`config.mk`:
```
export PLATFORM = sky130hd
export DESIGN_NAME = mem_op_controller
export DESIGN_NICKNAME = d
export VERILOG_FILES = /design/src/rtl/mem_op_controller.sv
export SDC_FILE = /design/constraint.sdc
export NUM_CORES = 1
export LEC_CHECK = 0
export CAP_MARGIN = 20
export CORE_MARGIN = 3
export CORE_UTILIZATION = 45
export CTS_CLUSTER_SIZE = 10
export DETAILED_ROUTE_END_ITERATION = 8
export DONT_BUFFER_PORTS = 1
export GPL_TIMING_DRIVEN = 0
export HOLD_SLACK_MARGIN = 0.12
export SETUP_SLACK_MARGIN = 0.4
export SLEW_MARGIN = 20
export SYNTH_ARGS = -nofsm -noshare
export SYNTH_HDL_FRONTEND = slang
export SYNTH_SLANG_ARGS = --single-unit
```
`constraint.sdc`:
```
create_clock -name clk -period 3.3 [get_ports clk]
set_input_delay 0.33 -clock clk [delete_from_list [all_inputs] [get_ports clk]]
set_output_delay 0.33 -clock clk [all_outputs]
set_load 0.02 [all_outputs]
```
`src/rtl/mem_op_controller.sv`:
```
// mem_op_controller: runs one STORE/ADD/SUB/RSUM command at a time against a 16x8 register memory.
// Reads go through the memory's two combinational ports; the result is written back in a single WRITE cycle.
module mem_op_controller (
  input  logic       clk,
  input  logic       resetN,
  input  logic       start,
  input  logic [1:0] opcode,
  input  logic [3:0] addrA,
  input  logic [3:0] addrB,
  input  logic [3:0] addrD,
  input  logic [7:0] imm,
  input  logic [7:0] memReadData1,
  input  logic [7:0] memReadData2,
  output logic [3:0] memReadAddress1,
  output logic [3:0] memReadAddress2,
  output logic       memWriteEnable,
  output logic [3:0] memWriteAddress,
  output logic [7:0] memWriteData,
  output logic       busy,
  output logic       done,
  output logic [7:0] result,
  output logic       flag
);
  typedef enum logic [2:0] {IDLE, EXEC, ACCUM, WRITE, DONE} state_t;
  state_t     r_state;
  logic       r_sub, r_flag, r_busy, r_done, r_we;
  logic [3:0] r_ptr, r_b, r_d;
  logic [7:0] r_result;
  logic [8:0] w_add, w_sub, w_acc;
  assign w_add = {1'b0, memReadData1} + {1'b0, memReadData2};
  assign w_sub = {1'b0, memReadData1} - {1'b0, memReadData2};
  assign w_acc = {1'b0, r_result} + {1'b0, memReadData1};
  assign memReadAddress1 = r_ptr;
  assign memReadAddress2 = r_b;
  assign memWriteEnable  = r_we;
  assign memWriteAddress = r_d;
  assign memWriteData    = r_result;
  assign busy            = r_busy;
  assign done            = r_done;
  assign result          = r_result;
  assign flag            = r_flag;
  always_ff @(posedge clk or negedge resetN) begin
    if (!resetN) begin
      r_state  <= IDLE;
      r_sub    <= 1'b0;
      r_flag   <= 1'b0;
      r_busy   <= 1'b0;
      r_done   <= 1'b0;
      r_we     <= 1'b0;
      r_ptr    <= 4'd0;
      r_b      <= 4'd0;
      r_d      <= 4'd0;
      r_result <= 8'd0;
    end else begin
      case (r_state)
        IDLE: if (start) begin
          r_ptr  <= addrA;
          r_b    <= addrB;
          r_d    <= addrD;
          r_sub  <= opcode[1];
          r_busy <= 1'b1;
          if (opcode == 2'b00) begin
            r_result <= imm;
            r_flag   <= 1'b0;
            r_we     <= 1'b1;
            r_state  <= WRITE;
          end else if (opcode == 2'b11) begin
            r_result <= 8'd0;
            r_flag   <= 1'b0;
            r_state  <= ACCUM;
          end else begin
            r_state <= EXEC;
          end
        end
        EXEC: begin
          {r_flag, r_result} <= r_sub ? w_sub : w_add;
          r_we    <= 1'b1;
          r_state <= WRITE;
        end
        // the range end is inclusive: the element at ptr==B is summed before leaving
        ACCUM: begin
          r_result <= w_acc[7:0];
          r_flag   <= r_flag | w_acc[8];
          r_ptr    <= r_ptr + 4'd1;
          if (r_ptr == r_b) begin
            r_we    <= 1'b1;
            r_state <= WRITE;
          end
        end
        WRITE: begin
          r_we    <= 1'b0;
          r_done  <= 1'b1;
          r_state <= DONE;
        end
        DONE: begin
          r_done  <= 1'b0;
          r_busy  <= 1'b0;
          r_state <= IDLE;
        end
        default: r_state <= IDLE;
      endcase
    end
  end
endmodule

```
==> flow_summary_export.csv, run 1 <==
group,metric,value,unit
floorplanning,die_area,6000,um2
synth,synth-edff-count,0,
power_and_ir_drop,p_clk_share,10.2,%
setup_path,critPathKind,"reg2reg",
setup_path,worstPathMaxFanout,9,
power_and_ir_drop,peakVddDrop,486,uV
synth,synth.cell_area,2300,um2
placement,place_congestion,0.838,
sta,tightest_slew,0.549,ns
sta,period_minus_slack,2.59,ns
setup_path,critPathLaunchType,"flop",
global_routing,grt_pass1_wl,9.16,mm
synth,syn_nets,334,
cts,cts_sinks,28,
sta,setup_viol,0,
job,max_cap_viol_count,0,
synth,yosysWarnings,0,
sta,rsz0062_at_grt,"false",
sta,fmax,387,MHz
cts,clkTransAtPathRegs,0.10,ns
global_routing,antenna_found_initial,0,
drt,first_pass_iters,5,
setup_path,cp-startpoint,"r_sub$_DFFE_PN0P_",
cts,post_cts_buffers,0,
cells_and_area,area.growth.synth_to_final,8.07,%
floorplanning,io_pins,73,
power_and_ir_drop,comb_power_share,57.6,%
floorplanning,initial_utilization,47.7,%
sta,relSlewSlack,63.1,%
global_routing,grt_overflow,0,
hold_path,hold_start,"addrD[1]",
cells_and_area,drive_gt1_share,10.5,%
synth,synth.avg_cell_area,8.47,um2
power_and_ir_drop,power.net_switching,0.00134,W
setup_path,crit_required,3.46,ns
drt,drc_errors,0,
drt,wirelength,5.60,mm
global_routing,grt_pass1_vias,1852,
global_routing,grt_start_max_net_pins,29,
placement,hpwl,4.36,mm
cells_and_area,fill_cells,481,
cts,ctsHoldBuffers,2,
cts,cts-buffers-inserted,3,
floorplanning,fp.dieW,77.4,um
synth,synth_top_family_by_area,"compound AO/OA/AOI/OAI gates",
power_and_ir_drop,seqPwrFrac,32.1,%
floorplanning,rows,25,
power_and_ir_drop,power.share.switching,50.0,%
cells_and_area,diodes,0,
synth,synth_seq_area_share,30.5,%
synth,synthXorXnorAreaFrac,6.87,%
drt,avgViaCountPerCell,5.64,
synth,synthMuxAreaShare,0.926,%
setup_path,end_kind,"flop",
cells_and_area,fin_nets,341,
drt,post_drt_wl_per_cell,16.3,um
synth,synth-seq-cells,28,
synth,syn-instance-count,271,
synth,synth_compound_area_share,23.6,%
placement,io_buffers,0,
run_status,outcome,"finished clean",
synth,synth_fa_ha_area_share,12.6,%
drt,ant_nets,0,
power_and_ir_drop,p_int,0.00134,W
drt,drt_iter0_drc,107,
sta,hold_slack,0.144,ns
cts,clk_latency,0.28,ns
setup_path,crit_arrival,2.75,ns
power_and_ir_drop,power,0.00267,W
sta,hold_viol,0,
global_routing,grt_usage,18.9,%
cts,cts_buffer_depth,2,
sta,skew,0.00723,ns
synth,synth.distinct_cells,58,
floorplanning,die-height,77.4,um
cts,cts_tree,"yes",
cts,htree_levels,1,
synth,synthArstFlopShare,100,%
sta,slew_violations,0,
sta,setup_tns,0,ns
power_and_ir_drop,cellLeakagePower,1.10,nW
cts,post_cts_resized,0,
synth,synth_flop_cell,"dfrtp_1",
power_and_ir_drop,power.density,1080,nW/um2
sta,post-route-period-util,78.4,%
setup_path,r2r-start,"r_sub$_DFFE_PN0P_",
synth,synth-simple-area-share,18.3,%
hold_path,min_path_type,"in2reg",
cts,cts-root-buf,"clkbuf_8",
drt,vias,1941,
floorplanning,core-area,4820,um2
-- Yosys cell counts, types with 2 or more instances --
cell type  number  area share [%]
nor3_2          2            0.87
clkbuf_1        2            0.33
nor3_1          6             1.3
o2111ai_1       2            0.76
o22ai_1         2            0.54
buf_2           5             1.1
o21ai_1         2            0.44
and3_1          2            0.54
o21a_1          3            0.98
a31oi_1         3            0.82
ha_1           20              11
inv_1          16             2.6
o21ai_0        18             3.9
a21o_1          2            0.65
xor2_1          9             3.4
a21oi_1        20             4.4
xnor2_1         9             3.4
fa_1            2             1.7
nand2b_1        6             1.6
and2_1          2            0.54
buf_4           9             2.9
nor2_1         15             2.5
o211ai_1        4             1.3
nand3_1         5             1.1
dfrtp_1        28              31
nor2b_1         3            0.82
o41ai_1         2            0.76
nand2_1        37             6.0
a211oi_1        4             1.3
a221oi_1        3             1.1
-- path summary, 6_finish.rpt --
check                                                 end  slack, ns  depth (start not counted)
min in group asynchronous     memWriteData[4]$_DFFE_PN0P_       0.48                          2
min                        memWriteAddress[1]$_DFFE_PN0P_       0.14                          2
max                                      flag$_DFFE_PN0P_       0.71                          8
max reg2reg                              flag$_DFFE_PN0P_       0.71                          8
min reg2reg                              busy$_DFFE_PN0P_       0.61                          1
max in group asynchronous      memWriteEnable$_DFFE_PN0P_       2.65                          2
-- routing by layer --
layer	track usage [%]	part of all wire [%]	vias to the layer above
li1	-	-	976
met2	27.6	44	62
met4	4.45	1.3	0
met3	5.22	7.0	6
met5	0	0	-
met1	27.7	47	897
-- critical path, stage by stage (launching register included) --
cell and delay [ns]:
dfrtp_1 0.33, clkbuf_1 0.39, mux2i_1 0.21, fa_1 0.49, a211oi_1 0.43, o21ai_0 0.16, a31oi_1 0.21, xnor2_1 0.14
o211ai_1 0.10
-- registers in the layout, indices dropped and copies added (netlist names) --
| register | flops |
|---|---|
| r_sub | 1 |
| r_state | 3 |
| memReadAddress1 | 4 |
| memReadAddress2 | 4 |
| memWriteData | 8 |
| done | 1 |
| flag | 1 |
| memWriteAddress | 4 |
| busy | 1 |
| memWriteEnable | 1 |
-- cell usage in the layout (no fill, tap or decap), types with 9 or more instances in the layout --
master,netlist,routed
dfrtp_1,28,28
inv_1,16,16
nand2_1,37,37
nor2_1,15,15
o21ai_0,18,18
xnor2_1,9,9
a21oi_1,20,20
ha_1,20,20
buf_4,9,9
xor2_1,9,9
-- metrics by stage --
step	util (%)	cell area (um2)	worst slack, ns	cells
after floorplan	-	2300	1.05	271
after global placement	49.4	2380	0.747	338
after detailed placement	49.4	2380	0.746	338
after CTS	51.5	2480	0.723	344
after global routing	51.5	2480	0.484	344
final	51.5	2480	0.713	344
-- power groups by stage --
| stage | logic, W | registers [W] | clock network (W) |
|---|---|---|---|
| after floorplan | 0.00126 | 0.000817 | 0 |
| after global placement | 0.00151 | 0.000870 | 0 |
| after detailed placement | 0.00152 | 0.000871 | 0 |
| after CTS | 0.00155 | 0.000863 | 0.000284 |
| after global routing | 0.00175 | 0.000890 | 0.000296 |
| final | 0.00154 | 0.000858 | 0.000274 |
-- cell families after synthesis --
| group | after synthesis |
|---|---|
| flops | 28 |
| xor+xnor | 18 |
| buf+inv | 33 |
| mux | 2 |
| compound gates | 81 |
| simple gates | 87 |
| fa+ha+maj | 22 |
-- cell type report --
cell class                 count  area [um2]  area share (%)
clock buffer                   3        41.3            1.66
sequential                    28         701            28.2
timing repair buffer           2        30.0            1.21
inverter                      17        63.8            2.57
buffer                        16         100            4.03
tap                           67        83.8            3.38
multi-input combinational    210        1430            57.7
clock inverter                 1        30.0            1.21
Note: power is estimated with default switching activity, not from simulation.
==> run 2, diff against run 1 <==
==> constraint.sdc (replaced) <==
create_clock -name clk -period 2.3 [get_ports clk]
set_input_delay 0.23 -clock clk [delete_from_list [all_inputs] [get_ports clk]]
set_output_delay 0.23 -clock clk [all_outputs]
set_load 0.02 [all_outputs]
==> run 2 against run 1 <==
Net effect: sequential share of layout area fell by 2.4 points; setup slack lost 0.52 ns; clock skew shrank 0.0044 ns; core utilization increased by 5.1 points; sequential power is 46% higher; die area stayed put; combinational power up 59%; non-clock buffer count increased by 16; via count is 3.9% higher; fmax rose by 23%; largest power group unchanged; highest routed layer unchanged.
==> flow_summary_export.csv, run 2 (same netlist as run 1, synthesis figures left out) <==
group,metric,value,unit
cells_and_area,regArea,704,um2
floorplanning,io_pins,73,
hold_path,whs_endpoint,"busy$_DFFE_PN0P_",
setup_path,reg2reg_to,"memWriteData[6]$_DFFE_PN0P_",
cts,clkTransAtPathRegs,0.10,ns
cts,cts_buffer_depth,2,
sta,hold_viol,0,
cts,clk_latency,0.28,ns
placement,pre_cts_slack,0.115,ns
setup_path,cpMaxStageDelayCell,"dfrtp_1",
sta,fmax,474,MHz
sta,skew,0.00279,ns
job,max_cap_viol_count,0,
cells_and_area,largest_register_ffs,8,
placement,place_congestion,0.783,
placement,io_buffers,0,
sta,tightest_slew,0.486,ns
cts,cts-buffers-inserted,3,
setup_path,crit_arrival,2.30,ns
global_routing,antenna_found_initial,0,
drt,vias,2017,
hold_path,hold_path_depth,2,
global_routing,use_met2,30.9,%
drt,wirelength,6.00,mm
global_routing,gr-usage-met3,4.18,%
drt,first_pass_iters,4,
setup_path,path_buf_inv,2,
power_and_ir_drop,comb_power_share,61.0,%
cts,cts-root-buf,"clkbuf_8",
sta,setup_viol,0,
cts,cts_tree,"yes",
power_and_ir_drop,p_int,0.00198,W
drt,drc_errors,0,
floorplanning,rows,25,
cells_and_area,utilization,56.6,%
floorplanning,fp.dieW,77.4,um
global_routing,grt_overflow,0,
hold_path,min_path_type,"in2reg",
setup_path,critPathLaunchType,"flop",
drt,drt_iter0_drc,144,
power_and_ir_drop,power.density,1470,nW/um2
global_routing,grt_start_max_net_pins,29,
cts,cts_sinks,28,
power_and_ir_drop,power.net_switching,0.00203,W
setup_path,cpPeakStageDelay,0.40,ns
cts,htree_levels,1,
sta,relSlewSlack,67.4,%
setup_path,critPathKind,"reg2reg",
cells_and_area,fin_nets,357,
setup_path,path_cells,"buf_8 -> mux2i_4 -> fa_2 -> a211oi_2 -> buf_4 -> o211ai_1 -> o41ai_2 -> a21oi_1 -> o22ai_1",
global_routing,busiest_layer,"met1",
sta,rsz0062_at_grt,"true",
power_and_ir_drop,cellLeakagePower,1.19,nW
global_routing,grt_pass1_wl,9.89,mm
sta,slew_violations,0,
setup_path,end_kind,"flop",
power_and_ir_drop,p_clk_share,7.8,%
sta,post-route-period-util,91.7,%
global_routing,grt_pass1_vias,1933,
drt,post_drt_wl_per_cell,16.7,um
global_routing,grtUsageMet1,31.2,%
floorplanning,die-height,77.4,um
setup_path,reg2reg_slack,0.19,ns
cells_and_area,multi_input_area,1520,um2
power_and_ir_drop,power.share.switching,50.6,%
power_and_ir_drop,peakVddDrop,702,uV
setup_path,crit_required,2.50,ns
setup_path,r2r_cells,9,
hold_path,hold_start,"start",
cells_and_area,final_cell_mix,"nand2_1, dfrtp_1, a21oi_1",
cells_and_area,area.growth.synth_to_final,18.9,%
cells_and_area,drive_gt1_share,19.1,%
run_status,outcome,"finished clean",
sta,fin_ws,0.192,ns
setup_path,r2r-start,"r_sub$_DFFE_PN0P_",
cells_and_area,design_area,2730,um2
setup_path,cp_top_family,"compound AO/OA/AOI/OAI gates",
cells_and_area,diodes,0,
cells_and_area,layout_commonest_cell,"nand2_1",
floorplanning,core-area,4820,um2
sta,setup_tns,0,ns
power_and_ir_drop,seqPwrFrac,31.2,%
sta,period_minus_slack,2.11,ns
cells_and_area,fill_cells,481,
placement,placed_cell_area,2450,um2
placement,hpwl,4.47,mm
drt,avgViaCountPerCell,5.60,
global_routing,grt_usage,20.6,%
drt,ant_nets,0,
setup_path,worstPathMaxFanout,8,
floorplanning,die_area,6000,um2
floorplanning,initial_utilization,47.7,%
[run 2: cell count changes in the layout (fill, tap and decap cells not counted), sizes merged]
cell	delta
buf	+7
bufinv	-1
dlygate4sd3	+10
[run 2: power groups by stage]
stage	Combinational, W	Sequential (W)	Clock (W)
floorplan	0.00186	0.00117	0
global placement	0.00222	0.00124	0
detailed placement	0.00225	0.00125	0
CTS	0.00240	0.00124	0.000323
global route	0.00272	0.00129	0.000342
finish	0.00245	0.00125	0.000312
[run 2: repair_timing]
action | in CTS | in global routing
hold endpoints to repair | 38 | 0
gates resized for setup | 8 | 10
buffers inserted | 5 | 1
hold buffers | 12 | 0
pin swaps | 10 | 11
setup endpoints to repair | 6 | 16
[run 2: layout make-up]
type                    instances  share of cell area [%]
plain buffers                  16                    4.13
clock buffers                   4                    2.02
inverters                      17                    2.98
multi-input cells             210                    55.6
flip-flops and latches         28                    25.8
well taps                      67                    3.07
repair buffers                 18                    6.42
[run 2: worst max path at each step]
stage	endpoint	depth (start not counted)	from	slack (ns)
2_1_floorplan	memWriteData[6]$_DFFE_PN0P_	11	memReadData2[1]	0.31
6_report	memWriteData[6]$_DFFE_PN0P_	9	r_sub$_DFFE_PN0P_	0.19
3_3_place_gp	flag$_DFFE_PN0P_	8	r_sub$_DFFE_PN0P_	0.13
5_1_grt	memWriteData[6]$_DFFE_PN0P_	10	r_sub$_DFFE_PN0P_	0.08
3_5_place_dp	flag$_DFFE_PN0P_	8	r_sub$_DFFE_PN0P_	0.12
4_1_cts	memWriteData[6]$_DFFE_PN0P_	9	r_sub$_DFFE_PN0P_	0.20
[run 2: stage by stage]
stage / hold WS, ns / std cells / power, W
6_report: 0.133 / 360 / 0.00401
5_1_grt: 0.145 / 360 / 0.00435
4_1_cts: 0.130 / 359 / 0.00397
3_5_place_dp: -0.0649 / 338 / 0.00350
3_3_place_gp: -0.0650 / 338 / 0.00346
2_1_floorplan: -0.0656 / 271 / 0.00303
[run 2: worst reg2reg max path, delay by kind of cell (launching register included)]
| family | cells | cell delay [ns] |
|---|---|---|
| flip-flops | 1 | 0.40 |
| buffers and inverters | 2 | 0.31 |
| multiplexers | 1 | 0.20 |
| AO/OA/AOI/OAI | 5 | 0.74 |
| adder cells (fa/ha/maj) | 1 | 0.40 |
[run 2: per-layer routing]
metal / wire length [um] / up-vias / part of all wire, %
met3: 367 / 4 / 6.1
li1: - / 1010 / -
met4: 32 / 0 / 0.53
met5: 0 / - / 0
met1: 2960 / 941 / 49
met2: 2640 / 62 / 44
==> run 3, diff against run 2 <==
--- a/config.mk
+++ b/config.mk
@@ -5,7 +5,6 @@
 export SDC_FILE = /design/constraint.sdc
 export NUM_CORES = 1
 export LEC_CHECK = 0
-export CAP_MARGIN = 20
 export CORE_MARGIN = 3
 export CORE_UTILIZATION = 45
 export CTS_CLUSTER_SIZE = 10
==> results of run 3 <==
Final layout, timing and power as in run 2 (identical DEF).
